### src/rtl/next_pc_unit_pkg.sv
// Shared datapath definitions for the PC / next-PC stage:
// next-PC select encodings, reset and exception addresses, FSM states.
package next_pc_unit_pkg;

  localparam logic [31:0] PC_RESET   = 32'h0000_3000;
  localparam logic [31:0] EXC_VECTOR = 32'h0000_4180;

  typedef enum logic [2:0] {
    NPC_SEQ    = 3'b000,
    NPC_BEQ    = 3'b001,
    NPC_BGEZAL = 3'b010,
    NPC_J      = 3'b011,
    NPC_JR     = 3'b100,
    NPC_ERET   = 3'b101
  } npc_sel_e;

  typedef enum logic [1:0] {
    S_BOOT = 2'b00,
    S_RUN  = 2'b01,
    S_HALT = 2'b10
  } state_e;

endpackage

### src/rtl/npc_target_calc.sv
// Combinational next-PC candidates: sequential, branch, jump and register jump.
// All additions wrap modulo 2^32.
module npc_target_calc (
  input  logic [31:0] pc,
  input  logic [15:0] imm16,
  input  logic [25:0] instr_index,
  input  logic [31:0] rs_data,
  output logic [31:0] seq,
  output logic [31:0] br,
  output logic [31:0] jmp,
  output logic [31:0] jr
);

  assign seq = pc + 32'd4;
  assign br  = seq + {{14{imm16[15]}}, imm16, 2'b00};
  assign jmp = {seq[31:28], instr_index, 2'b00};
  // Register targets are forced word-aligned.
  assign jr  = rs_data & 32'hFFFF_FFFC;

endmodule

### src/rtl/next_pc_unit.sv
// PC register, EPC register, run-state FSM and prioritised next-PC mux.
//   state  | meaning
//   S_BOOT | one cycle after reset, pc held, no fetch
//   S_RUN  | fetching; pc advances per npc_sel / trap / stall
//   S_HALT | fetch stopped, pc frozen until reset
module next_pc_unit
  import next_pc_unit_pkg::*;
#(
  parameter logic [31:0] PC_RESET   = next_pc_unit_pkg::PC_RESET,
  parameter logic [31:0] EXC_VECTOR = next_pc_unit_pkg::EXC_VECTOR
) (
  input  logic        clk,
  input  logic        reset,
  input  logic [2:0]  npc_sel,
  input  logic        zero,
  input  logic        condition_jdg,
  input  logic        overflow,
  input  logic [15:0] imm16,
  input  logic [25:0] instr_index,
  input  logic [31:0] rs_data,
  input  logic        stall,
  input  logic        halt,
  output logic [31:0] pc,
  output logic [31:0] pc_plus4,
  output logic        branch_taken,
  output logic        wb_kill,
  output logic [31:0] epc,
  output logic        exc_pulse,
  output logic        fetch_valid,
  output logic        halted
);

  state_e      state_q, state_d;
  logic [31:0] pc_q, pc_d;
  logic [31:0] epc_q, epc_d;
  logic        exc_pulse_q, exc_pulse_d;
  logic [31:0] tgt_seq, tgt_br, tgt_jmp, tgt_jr;

  npc_target_calc u_target_calc (
    .pc          (pc_q),
    .imm16       (imm16),
    .instr_index (instr_index),
    .rs_data     (rs_data),
    .seq         (tgt_seq),
    .br          (tgt_br),
    .jmp         (tgt_jmp),
    .jr          (tgt_jr)
  );

  always_ff @(posedge clk) begin
    if (reset) begin
      state_q     <= S_BOOT;
      pc_q        <= PC_RESET;
      epc_q       <= '0;
      exc_pulse_q <= 1'b0;
    end else begin
      state_q     <= state_d;
      pc_q        <= pc_d;
      epc_q       <= epc_d;
      exc_pulse_q <= exc_pulse_d;
    end
  end

  always_comb begin
    state_d      = state_q;
    pc_d         = pc_q;
    epc_d        = epc_q;
    exc_pulse_d  = 1'b0;
    branch_taken = 1'b0;
    wb_kill      = 1'b0;
    case (state_q)
      S_BOOT: state_d = S_RUN;
      S_RUN: begin
        if (stall) begin
          pc_d = pc_q;
        end else if (overflow) begin
          // Trap beats every other redirect, including ERET.
          pc_d        = EXC_VECTOR;
          epc_d       = pc_q;
          exc_pulse_d = 1'b1;
          wb_kill     = 1'b1;
        end else if (halt) begin
          state_d = S_HALT;
        end else begin
          pc_d = tgt_seq;
          case (npc_sel)
            NPC_BEQ: begin
              if (zero) begin
                pc_d         = tgt_br;
                branch_taken = 1'b1;
              end
            end
            NPC_BGEZAL: begin
              if (condition_jdg) begin
                pc_d         = tgt_br;
                branch_taken = 1'b1;
              end
            end
            NPC_J: begin
              pc_d         = tgt_jmp;
              branch_taken = 1'b1;
            end
            NPC_JR: begin
              pc_d         = tgt_jr;
              branch_taken = 1'b1;
            end
            NPC_ERET: begin
              pc_d         = epc_q;
              branch_taken = 1'b1;
            end
            default: pc_d = tgt_seq;
          endcase
        end
      end
      S_HALT: state_d = S_HALT;
      default: state_d = S_BOOT;
    endcase
  end

  assign pc          = pc_q;
  assign pc_plus4    = tgt_seq;
  assign epc         = epc_q;
  assign exc_pulse   = exc_pulse_q;
  assign fetch_valid = (state_q == S_RUN);
  assign halted      = (state_q == S_HALT);

endmodule

### config.mk
export PLATFORM = sky130hd
export DESIGN_NAME = next_pc_unit
export DESIGN_NICKNAME = d
export VERILOG_FILES = /design/src/rtl/next_pc_unit_pkg.sv /design/src/rtl/npc_target_calc.sv /design/src/rtl/next_pc_unit.sv
export SDC_FILE = /design/constraint.sdc
export NUM_CORES = 1
export LEC_CHECK = 0
export ABC_AREA = 1
export BUFFER_PORTS_ARGS = -buffer_cell sky130_fd_sc_hd__buf_2
export CAP_MARGIN = 20
export CORE_MARGIN = 5
export CORE_UTILIZATION = 30
export CTS_BUF_LIST = sky130_fd_sc_hd__clkbuf_4 sky130_fd_sc_hd__clkbuf_8 sky130_fd_sc_hd__clkbuf_16
export DETAILED_ROUTE_END_ITERATION = 10
export SETUP_SLACK_MARGIN = 0.2
export SLEW_MARGIN = 10
export SYNTH_ARGS = -nofsm -noshare
export SYNTH_HDL_FRONTEND = slang
export SYNTH_SLANG_ARGS = --single-unit
### constraint.sdc
create_clock -name clk -period 3.7 [get_ports clk]
set_input_delay 0.925 -clock clk [delete_from_list [all_inputs] [get_ports clk]]
set_output_delay 0.925 -clock clk [all_outputs]
set_load 0.1 [all_outputs]
==> results of run 1 <==
[worst register-to-register path, cell delays in order (launching register included)]
cell and delay [ns]:
dfxtp_4 0.42, nand2_1 0.13, nor2_2 0.14, nand2_1 0.13
nor2_1 0.12, nand2_1 0.12, xor2_2 0.29, clkinvlp_4 0.21
ha_4 0.33, nand2_1 0.12, nor2_1 0.15, inv_1 0.08
nor2_2 0.20, and2_1 0.16, nand2_1 0.06, nand3_1 0.09
nand3_1 0.15, nand2_1 0.10, nand2_1 0.05, nand2_1 0.06
nand2_1 0.04, a21oi_1 0.11
[placed cells by master, fill, tap and decap left out, types with 5 or more instances in the layout]
cell / Yosys / layout
a21oi_1: 98 / 97
buf_2: 9 / 180
a221oi_1: 15 / 15
a211oi_1: 6 / 6
nor2_2: 7 / 12
nand2_2: 9 / 11
dfxtp_2: 0 / 5
nand3_1: 64 / 63
nand3b_1: 12 / 12
xnor2_1: 14 / 8
dfxtp_1: 67 / 39
nand4_1: 12 / 12
clkbuf_16: 0 / 9
nor3_1: 16 / 10
nor2_4: 6 / 7
o21ai_1: 15 / 15
o21ai_0: 60 / 60
nor3_4: 3 / 5
ha_4: 0 / 6
o21bai_1: 6 / 6
inv_2: 14 / 14
nand2_1: 331 / 329
nor3_2: 5 / 9
dfxtp_4: 0 / 23
buf_4: 2 / 12
inv_1: 147 / 144
ha_1: 40 / 32
nor2_1: 81 / 75
xor2_1: 9 / 5
[synthesized netlist by cell type (2+ instances only)]
cell type / instances / area [sq um]
nand2_1: 331 / 1240
inv_1: 147 / 552
a21oi_1: 98 / 490
nor2_1: 81 / 304
dfxtp_1: 67 / 1340
nand3_1: 64 / 320
o21ai_0: 60 / 300
ha_1: 40 / 500
clkbuf_1: 20 / 75.1
nor3_1: 16 / 80.1
a221oi_1: 15 / 131
o21ai_1: 15 / 75.1
inv_2: 14 / 52.6
xnor2_1: 14 / 123
nand3b_1: 12 / 90.1
nand4_1: 12 / 75.1
buf_2: 9 / 45.0
nand2_2: 9 / 56.3
xor2_1: 9 / 78.8
nor2_2: 7 / 43.8
a211oi_1: 6 / 45.0
nor2_4: 6 / 67.6
o21bai_1: 6 / 45.0
nor3_2: 5 / 50.1
nand3_2: 3 / 30.0
nor3_4: 3 / 48.8
a21oi_2: 2 / 17.5
a22oi_1: 2 / 15.0
buf_4: 2 / 15.0
nor4_2: 2 / 25.0
o2111ai_1: 2 / 17.5
o221ai_1: 2 / 17.5
o22ai_1: 2 / 12.5
or2_2: 2 / 12.5
xor2_2: 2 / 32.5
[area by class of cell]
class,instances,area [sq um]
fill,2372,13100
multi-input combinational,838,4770
sequential,67,1430
timing repair buffer,194,1020
inverter,161,616
tap,280,350
clock buffer,9,225
clock inverter,7,68.8
[sequential cells by signal (all words and copies together) (netlist names)]
register	flops
epc	32
exc_pulse	1
state_q	2
pc	32
[path summary, 6_finish.rpt]
| path | startpoint | to | cells after the start |
|---|---|---|---|
| hold / removal | epc[28] | epc[28] | 2 |
| hold reg to reg | epc[28] | epc[28] | 2 |
| setup / recovery | pc[2] | pc_plus4[18] | 9 |
| setup reg to reg | pc[12] | pc[29] | 21 |
[stage by stage]
stage | power (uW) | cell area [sq um] | util | hold WS [ns] | setup WS, ns
final | 3250 | 8480 | 0.392 | 0.463 | 0.371
after global routing | 3390 | 8480 | 0.392 | 0.487 | 0.194
after CTS | 3250 | 8400 | 0.388 | 0.464 | 0.262
after detailed placement | 2380 | 8100 | 0.375 | 0.458 | 0.368
after global placement | 2370 | 8100 | 0.375 | 0.451 | 0.385
after floorplan | 2040 | 6870 | - | 0.478 | 0.177
[kinds of logic (layout without fill, tap and decap cells)]
| kind of cell | Yosys count | in the layout | share of synthesized area |
|---|---|---|---|
| adder cells (fa/ha/maj) | 41 | 41 | 0.0798 |
| AO/OA/AOI/OAI | 216 | 216 | 0.187 |
| buffers and inverters | 193 | 371 | 0.114 |
| flip-flops | 67 | 67 | 0.206 |
| XOR/XNOR | 25 | 25 | 0.0359 |
| AND/OR/NAND/NOR | 556 | 556 | 0.378 |
[routing by layer]
layer	GRT usage	share of wire	up-vias
li1	-	-	3931
met1	0.304	0.47	3558
met2	0.349	0.44	284
met3	0.0349	0.065	44
met4	0.0582	0.022	0
met5	0	0	-
[where the power goes]
part / internal, uW / switching, uW / total [uW]
Combinational: 308 / 1210 / 1520
Sequential: 791 / 75.9 / 866
Clock: 519 / 348 / 868
Total: 1620 / 1630 / 3250
==> results.cfg, run 1 <==
[global_route]
grt_max_degree = 40
grt_use_total = 0.218
grt_pass1_vias = 7406
antenna_found_initial = 0
grt_pass1_wl_um = 41600
global_route.overflow_total = 0

[yosys]
yosysWarnings = 0
avgSynthCellArea_sq_um = 5.94
syn_inst = 1098
synth_fp_nets = 1223
synth_cell_types = 46
synth-main-ff-cell = dfxtp_1
synth-seq-cells = 67
syn-cell-area_sq_um = 6520
async_reset_ff_frac = 0
seq_area_frac_synth = 0.206
synth_edf_count = 0

[cells_and_area]
syn_to_final_growth_pct = 30.0
nNetsFinal = 1396
num_antenna_cells = 0
fin_cells = 1556
drive_above_1_share = 0.259

[route]
detail-route-antenna-nets = 0
vias = 7817
viasPerCell = 5.02
drt_iter0_drc = 466
drtPass1Iterations = 5
wl_um = 27800
wl_per_cell_um = 17.9
drc = 0

[power_and_ir_drop]
p_leak_uw = 0.00414
powerDensity_nw_per_um2 = 383
irDropWorstVdd_v = 0.000368

[worst_setup_path]
critical_path_class = flop to output port
crit_fanout = 7
cp_common_cell = nor2_2
critPathMaxStageDelay_ns = 0.40
cp_cell_sequence = ha_4 > inv_1 > nor2_2 > nand2_2 > nor2_2 > nand2_1 > nor2_4 > xor2_4 > clkbuf_4
crit_family = simple AND/OR/NAND/NOR gates
cp.required_ns = 2.77
rrSetupSlack_ns = 0.39
arrival_ns = 2.40
cp-start-kind = flop
setup.worst_path.end_class = output port
cp_num_buf_inv = 2
slowest_stage = dfxtp_4

[timing]
skew_ns = 0.00566
rsz0062_at_grt = yes
setup_tns_ns = 0
finalSetupViolations = 0
hold_viol = 0
clock.fmax_ghz = 0.300
relSlewSlack = 0.281
fin_crit_sh = 0.900
period_minus_slack_ns = 3.33
slew_violations = 0
tightest_slew_ns = 1.08

[placed_design]
dp_hpwl_um = 22700
place.gp.congestion = 0.913
place_inst = 1540
portBuffers = 182

[floorplan]
rows = 54
coreArea_sq_um = 21600
die_h_um = 157
io_pins = 185
die_w_um = 157
die_area_sq_um = 24800
start_util = 0.302

[cts]
h-tree-depth = 3
path_clk_slew_ns = 0.06
ctsRootBufferMaster = clkbuf_16
cts_resized = 0
cts_buffer_depth = 2
post_cts.repair.setup_buffers = 0
clock_latency_ns = 0.34
clock-sinks = 67
cts_tree = built
ctsHoldBuffers = 0
cts_buffers = 9

[run]
maxCapViolations = 0

[hold_path]
hold_path_class = flop to flop

[outcome]
outcome = finished, final reports clean
(Power assumes the default switching activity.)
==> run 2, diff against run 1 <==
--- a/config.mk
+++ b/config.mk
@@ -8,6 +8,7 @@
 export ABC_AREA = 1
 export BUFFER_PORTS_ARGS = -buffer_cell sky130_fd_sc_hd__buf_2
 export CAP_MARGIN = 20
+export CORE_ASPECT_RATIO = 0.7
 export CORE_MARGIN = 5
 export CORE_UTILIZATION = 30
 export CTS_BUF_LIST = sky130_fd_sc_hd__clkbuf_4 sky130_fd_sc_hd__clkbuf_8 sky130_fd_sc_hd__clkbuf_16
==> run 2 against run 1 <==
Net effect: worst hold slack better by 0.00063 ns; sequential share of layout area is 0.42 points lower; clock skew is 0.0047 ns higher; largest cell class unchanged; largest power group unchanged; routed wire length is 4.1% higher; utilization is 1.2 points higher.
==> results.cfg, run 2 (synthesis results as in run 1) <==
[timing]
tightest_slew_ns = 0.972
hold_viol = 0
rsz0062_at_grt = yes
setup_tns_ns = 0
finalSetupViolations = 0
slew_violations = 0
skew_ns = 0.0103
fin_crit_sh = 0.909
clock.fmax_ghz = 0.297
period_minus_slack_ns = 3.36
whs_ns = 0.463
relSlewSlack = 0.351

[floorplan]
coreArea_sq_um = 21500
die_area_sq_um = 24800
start_util = 0.303
die_w_um = 186
die_h_um = 133
io_pins = 185
rows = 45

[hold_path]
hp-start = epc[25]
min_to = epc[25]
worstHoldPathCells = 2
hold_path_class = flop to flop

[cts]
clock_latency_ns = 0.34
ctsRootBufferMaster = clkbuf_16
cts_tree = built
cts_buffer_depth = 2
path_clk_slew_ns = 0.06
cts_buffers = 9
clock-sinks = 67
h-tree-depth = 3

[power_and_ir_drop]
p_clk_frac = 0.279
switching_share = 0.490
intPower_uw = 1700
power_frac_comb = 0.463
pwr-share-seq = 0.258
power.switching_uw = 1630
powerDensity_nw_per_um2 = 383
p_leak_uw = 0.00425
irDropWorstVdd_v = 0.000237

[route]
vias = 7900
drc = 0
wl_um = 29000
drt_iter0_drc = 709
wl_per_cell_um = 18.4
drtPass1Iterations = 5
viasPerCell = 5.03
detail-route-antenna-nets = 0

[global_route]
grt_pass1_vias = 7239
antenna_found_initial = 0
grt_pass1_wl_um = 43000
global_route.overflow_total = 0
grt_use_total = 0.224
grt_max_degree = 40

[cells_and_area]
finalCoreUtilization = 0.404
mostFrequentLayoutCells = 324 x nand2_1, 180 x buf_2, 144 x inv_1
post-route-cell-area_sq_um = 8690
fin_cells = 1571
final_common_cell = nand2_1
nNetsFinal = 1409
drive_above_1_share = 0.275
syn_to_final_growth_pct = 33.3
num_antenna_cells = 0

[placed_design]
dp_hpwl_um = 23800
place.gp.congestion = 0.974
placed_cell_area_sq_um = 8170
place_inst = 1551
portBuffers = 182

[worst_setup_path]
regToRegEndpoint = pc[30]
cp_cell_sequence = nand2_2 > nor3_4 > nand2_1 > nor4_4 > nand2_1 > nand2_1 > nand2_4 > clkinvlp_4 > buf_2
crit_fanout = 6
cp.required_ns = 2.77
cp-start-kind = flop
slowest_stage = buf_2
cp_common_cell = nand2_1
setup.worst_path.end_class = output port
arrival_ns = 2.44
cp_num_buf_inv = 2
critical_path_class = flop to output port
r2r-start = pc[2]
rrSetupSlack_ns = 0.43
reg2reg_depth = 17
crit_family = simple AND/OR/NAND/NOR gates
critPathMaxStageDelay_ns = 0.43

[outcome]
outcome = finished, final reports clean

[run]
maxCapViolations = 0
-- run 2: cell types whose count changed in the layout (fill, tap and decap cells not counted), sizes merged --
cell      delta
buf         +13
bufinv       +1
clkinv       -2
clkinvlp     +1
-- run 2: cell type report --
cell class	instances	area, sq um
fillers	2377	12800
multi-input cells	838	4830
flip-flops and latches	67	1430
repair buffers	207	1140
inverters	161	618
well taps	282	353
clock buffers	9	225
clock inverters	7	92.6
-- run 2: per-stage QoR --
| step | worst slack, ns | power, uW |
|---|---|---|
| 2_1_floorplan | 0.177 | 2040 |
| 3_3_place_gp | 0.326 | 2380 |
| 3_5_place_dp | 0.331 | 2390 |
| 4_1_cts | 0.215 | 3320 |
| 5_1_grt | 0.161 | 3480 |
| 6_report | 0.337 | 3330 |
-- run 2: worst max path at each step --
stage | startpoint | endpoint | slack (ns) | cells after the start
floorplan | pc[2] | pc[27] | 0.18 | 19
global placement | pc[7] | pc[21] | 0.33 | 17
detailed placement | pc[15] | pc[30] | 0.33 | 20
CTS | pc[2] | pc_plus4[18] | 0.21 | 9
global route | pc[11] | pc[29] | 0.16 | 21
finish | pc[11] | pc_plus4[24] | 0.34 | 9
-- run 2: power by group through the flow --
stage / clock network, uW / logic [uW] / registers (uW)
global placement: 0 / 1510 / 873
detailed placement: 0 / 1520 / 874
floorplan: 0 / 722 / 1320
CTS: 943 / 1520 / 859
finish: 929 / 1540 / 860
global route: 984 / 1630 / 870
-- run 2: worst register-to-register path: cells and delay by family, from the launching register on --
kind | cells | cell delay [ns]
compound gates | 1 | 0.13
fa+ha+maj | 2 | 0.57
buf+inv | 1 | 0.09
xor+xnor | 1 | 0.17
simple gates | 12 | 1.83
flops | 1 | 0.41
-- run 2: what timing repair did --
action,in CTS,in global routing
endpoints found under the setup margin,0,14
hold buffers,0,0
resized for setup,0,37
setup buffers,0,3
-- run 2: routing by layer --
metal	wire, um	up-vias	global-route usage
li1	-	3954	-
met5	0	-	0
met4	182	0	0.0206
met1	13900	3618	0.339
met3	2880	16	0.0617
met2	12000	312	0.329
